==> src/rtl/multiplier_iter_radix.sv <==
// Iterative W x W multiplier with a runtime signed/unsigned mode. Each CALC
// cycle retires N bits of b. Valid/ready handshakes on the operand and result sides.
module multiplier_iter_radix #(
   parameter int W = 32,
   parameter int N = 4
) (
   input  logic           clk,
   input  logic           rst_n,
   input  logic           in_valid,
   output logic           in_ready,
   input  logic           signed_mode,
   input  logic [W-1:0]   a,
   input  logic [W-1:0]   b,
   output logic           out_valid,
   input  logic           out_ready,
   output logic [2*W-1:0] product
);

   localparam int ITER = W / N;
   localparam int CW   = (ITER > 1) ? $clog2(ITER) : 1;
   localparam logic [CW-1:0] LAST = CW'(ITER - 1);

   generate
      if ((N < 1) || (N > W) || (W % N != 0)) begin : g_bad_radix
         $error("multiplier_iter_radix: W must be a nonzero multiple of N");
      end
   endgenerate

   typedef enum logic [1:0] {S_IDLE, S_CALC, S_DONE} state_t;

   state_t           r_state;
   state_t           w_state_next;
   logic             w_accept;
   logic             w_last;

   logic [W-1:0]     r_a_mag;
   logic [W-1:0]     r_b_mag;
   logic             r_neg;
   logic [2*W-1:0]   r_acc;
   logic [CW-1:0]    r_cnt;
   logic [2*W-1:0]   r_product;

   logic             w_a_neg;
   logic             w_b_neg;
   logic [W-1:0]     w_a_mag;
   logic [W-1:0]     w_b_mag;
   logic [W+N-1:0]   w_pp;
   logic [31:0]      w_shamt;
   logic [2*W-1:0]   w_pp_shift;
   logic [2*W-1:0]   w_acc_sum;
   logic [2*W-1:0]   w_acc_neg;

   always_ff @(posedge clk) begin
      if (!rst_n) r_state <= S_IDLE;
      else        r_state <= w_state_next;
   end

   always_comb begin
      w_state_next = r_state;
      in_ready     = 1'b0;
      out_valid    = 1'b0;
      w_accept     = 1'b0;
      w_last       = 1'b0;
      case (r_state)
         S_IDLE: begin
            in_ready = 1'b1;
            if (in_valid) begin
               w_accept     = 1'b1;
               w_state_next = S_CALC;
            end
         end
         S_CALC: begin
            if (r_cnt == LAST) begin
               w_last       = 1'b1;
               w_state_next = S_DONE;
            end
         end
         S_DONE: begin
            out_valid = 1'b1;
            if (out_ready) w_state_next = S_IDLE;
         end
         default: w_state_next = S_IDLE;
      endcase
   end

   // Magnitudes are W-bit unsigned, so -2^(W-1) maps exactly onto 2^(W-1).
   always_comb begin
      w_a_neg    = signed_mode & a[W-1];
      w_b_neg    = signed_mode & b[W-1];
      w_a_mag    = w_a_neg ? (~a + 1'b1) : a;
      w_b_mag    = w_b_neg ? (~b + 1'b1) : b;
      w_pp       = (W+N)'(r_a_mag) * (W+N)'(r_b_mag[N-1:0]);
      w_shamt    = 32'(r_cnt) * 32'(N);
      w_pp_shift = (2*W)'(w_pp) << w_shamt;
      w_acc_sum  = r_acc + w_pp_shift;
      w_acc_neg  = ~w_acc_sum + 1'b1;
   end

   always_ff @(posedge clk) begin
      if (!rst_n) begin
         r_a_mag   <= '0;
         r_b_mag   <= '0;
         r_neg     <= 1'b0;
         r_acc     <= '0;
         r_cnt     <= '0;
         r_product <= '0;
      end else if (w_accept) begin
         r_a_mag <= w_a_mag;
         r_b_mag <= w_b_mag;
         r_neg   <= signed_mode & (a[W-1] ^ b[W-1]);
         r_acc   <= '0;
         r_cnt   <= '0;
      end else if (r_state == S_CALC) begin
         r_acc   <= w_acc_sum;
         r_b_mag <= r_b_mag >> N;
         r_cnt   <= r_cnt + 1'b1;
         // Negating a zero sum yields zero, so -0 never escapes as nonzero.
         if (w_last) r_product <= r_neg ? w_acc_neg : w_acc_sum;
      end
   end

   assign product = r_product;

endmodule

==> config.mk <==
export PLATFORM = sky130hd
export DESIGN_NAME = multiplier_iter_radix
export DESIGN_NICKNAME = d
export VERILOG_FILES = /design/src/rtl/multiplier_iter_radix.sv
export SDC_FILE = /design/constraint.sdc
export NUM_CORES = 1
export LEC_CHECK = 0
export ABC_AREA = 0
export BUFFER_PORTS_ARGS = -buffer_cell sky130_fd_sc_hd__buf_2
export CAP_MARGIN = 20
export CORE_MARGIN = 2
export CORE_UTILIZATION = 54
export DETAILED_ROUTE_END_ITERATION = 10
export GPL_ROUTABILITY_DRIVEN = 0
export PLACE_DENSITY = 0.74
export RECOVER_POWER = 25
export SYNTH_ARGS = -nofsm -noshare
export SYNTH_HDL_FRONTEND = slang
export SYNTH_SLANG_ARGS = --single-unit
==> constraint.sdc <==
create_clock -name clk -period 19.55 [get_ports clk]
set_input_delay 0.9775 -clock clk [delete_from_list [all_inputs] [get_ports clk]]
set_output_delay 0.9775 -clock clk [all_outputs]
set_load 0.005 [all_outputs]
==> impl_results.md <==
* CTS tree: built
* Die height at 197 µm
* Initial core utilization at 0.549
* Clk slew on worst S/H paths at 70 ps
* #FFs+latches synth at 198
* Top FF cell, synth: dfxtp_1
* Final hold violations at 0
* Fmax at 0.0963 GHz
* Global-route layer with the greatest usage: met2
* Post-synth EDFFs at 0
* Yosys top cell area share at 0.197
* Failing checks: max-capacitance violations, max-slew violations
* Share of async-settable or async-resettable flops after synthesis at 0
* Root buf cell: clkbuf_16
* Cell variety after synth at 103
* Final setup vio count at 0
* Pin count of the biggest net entering global routing at 89
* DRC at 0
* Initial antenna violation count at 0
* Worst min-delay path class: reg2reg
* Met1 Use GR at 0.399
* CP max FO at 33
* Setup CP Type: reg2reg
* IO Pins at 135
* RSZ-0062 raised after global routing: no
* Pwr Total at 1.16 mW
* Syn_nets at 3009
* DRT iter0 DRCs at 1857
* Worst-skew pair later-pin latency at 490 ps
* Core Area at 36700 µm²
* Most frequent cells in the layout: nand2_1 (366), nor2_1 (263), a21oi_1 (248), dfxtp_1 (197), inv_1 (164)
* Post-Route WL at 59400 µm
* Power Density at 54.2 nW/µm²
* Vias in the first global route at 19600
* Total Die Area at 38900 µm²
* Sequential area share after synthesis at 0.197
* Most common cell after layout, fill and taps aside: nand2_1
* Area Growth Syn to Fin at 6.43%
* Leading post-synthesis cells by cell area: dfxtp_1 (20%), nand2_1 (6.8%), ha_1 (6.7%), a21oi_1 (6.2%), fa_1 (6.1%)
* Leak at 8.94 nW
* Critical path endpoint category: flop
* Total track usage at 0.309
* Pre-antenna DRT Iters at 6
* Worst slew pin tran at 3110 ps
* Die width at 197 µm
* Critical Path Slowest Stage Cell: dfxtp_1
* Gate Count Post-Synth at 2771
* Port-buffer cells at 134
* CP Data Required Time at 19940 ps
* CP max stage delay at 960 ps
* DR WL/cell at 18.3 µm
* Clock skew at 13.9 ps
* Vias post-DR at 20300
* Status: finished with violations
* Antenna cells at 0
* Post-synth top area cell: dfxtp_1
* Synth warnings at 0
* WHS at 455 ps
* Clock sinks at 198
* Final slew viol count at 107
* Tcrit/Tclk final at 0.531
* Max_cap viols at 2
* GR Util met3 at 0.0540
* WP data arrival at 10780 ps
* Fillers at 3460
* GRT met2 Usage at 0.511
* Final Net Count at 3007
* ANT nets after route at 0
* CTS resizes at 0
* Fraction of layout cells with a size suffix above 1 at 0.0755
* Setup bufs post-CTS at 0
* Slew Limit Headroom at -1.07
* H-tree depth at 4
* Syn avg cell area at 7.27 µm²
* Peak supply drop at 72.0 µV
* Setup TNS at 0 ps
* Crit start category: flop
* Gr ovfl total at 0
* Row count at 70
* CTS Buffer Depth at 2
* Hpwl dp at 45400 µm
* Period minus WS final at 10390 ps
* Average vias per placed instance at 6.26
* Hold-fix buffers at CTS at 0
* Mapped cell area at 20100 µm²
* CTS buffer count at 17
* First-pass GRT wire length at 97800 µm
[report_power, final]
part	switching (mW)	internal (mW)
combinational	0.233	0.125
clock	0.177	0.193
sequential	0.0172	0.417
total	0.427	0.736
[logic make-up (layout without fill, tap and decap cells)]
family          Yosys count  count (layout)  synth area share
simple gates           1052            1052             0.249
compound gates          788             788             0.259
buf+inv                 337             348            0.0639
flops                   198             198             0.197
xor+xnor                179             179            0.0778
fa+ha+maj               169             169             0.128
mux                      48              48            0.0252
[worst paths after layout]
kind,depth (start not counted),slack [ps],startpoint,endpoint
worst max-delay path,30,9160,r_b_mag[3]$_SDFFE_PN0P_,product[63]$_SDFFE_PN0P_
worst max register to register,30,9160,r_b_mag[3]$_SDFFE_PN0P_,product[63]$_SDFFE_PN0P_
worst min register to register,2,450,product[7]$_SDFFE_PN0P_,product[7]$_SDFFE_PN0P_
worst min-delay path,2,450,product[7]$_SDFFE_PN0P_,product[7]$_SDFFE_PN0P_
[area by class of cell]
cell class,count,area [µm²],area share
multi-input combinational,2236,14900,0.695
sequential,198,3970,0.185
clock buffer,19,443,0.0207
tap,468,586,0.0273
inverter,167,629,0.0294
timing repair buffer,149,766,0.0357
clock inverter,13,144,0.00671
[sequential cells by signal, indices dropped and copies added, names as in the netlist]
name / cells
product: 64
r_a_mag: 32
r_acc: 64
r_b_mag: 32
r_cnt: 3
r_neg: 1
r_state: 2
[synthesized netlist by cell type, drive strengths merged, types with 16 or more instances]
cell	n
nand2	366
nor2	265
a21oi	252
dfxtp	198
inv	166
clkbuf	144
o21ai	136
and2	131
ha	108
xnor2	101
a211oi	88
xor2	78
fa	61
nor3	60
nand3	54
a21o	46
nand4	37
mux2i	35
o31ai	28
a22oi	26
buf	26
o211ai	24
or3	24
o21bai	21
o21a	20
nand2b	19
nor4	18
and3	17
a311oi	16
[worst max-delay path, delay by kind of cell, from the launching register on]
| family | cells | cell delay, ps |
|---|---|---|
| fa+ha+maj | 4 | 2030 |
| compound gates | 14 | 3760 |
| mux | 1 | 180 |
| buf+inv | 1 | 50 |
| simple gates | 9 | 2850 |
| xor+xnor | 1 | 440 |
| flops | 1 | 960 |
[metrics by stage]
stage | util | instances | worst slack, ps | instance area [µm²]
after floorplan | - | 2771 | 11350 | 20100
after global placement | 0.568 | 3216 | 9980 | 20900
after detailed placement | 0.569 | 3217 | 9530 | 20900
after CTS | 0.585 | 3249 | 9490 | 21500
after global routing | 0.584 | 3250 | 8450 | 21400
final | 0.584 | 3250 | 9160 | 21400
[layer usage]
metal | part of all wire | vias to the layer above
li1 | - | 9786
met1 | 0.43 | 9559
met2 | 0.46 | 837
met3 | 0.076 | 161
met4 | 0.038 | 0
met5 | 0 | -
Note: power is estimated with default switching activity, not from simulation.
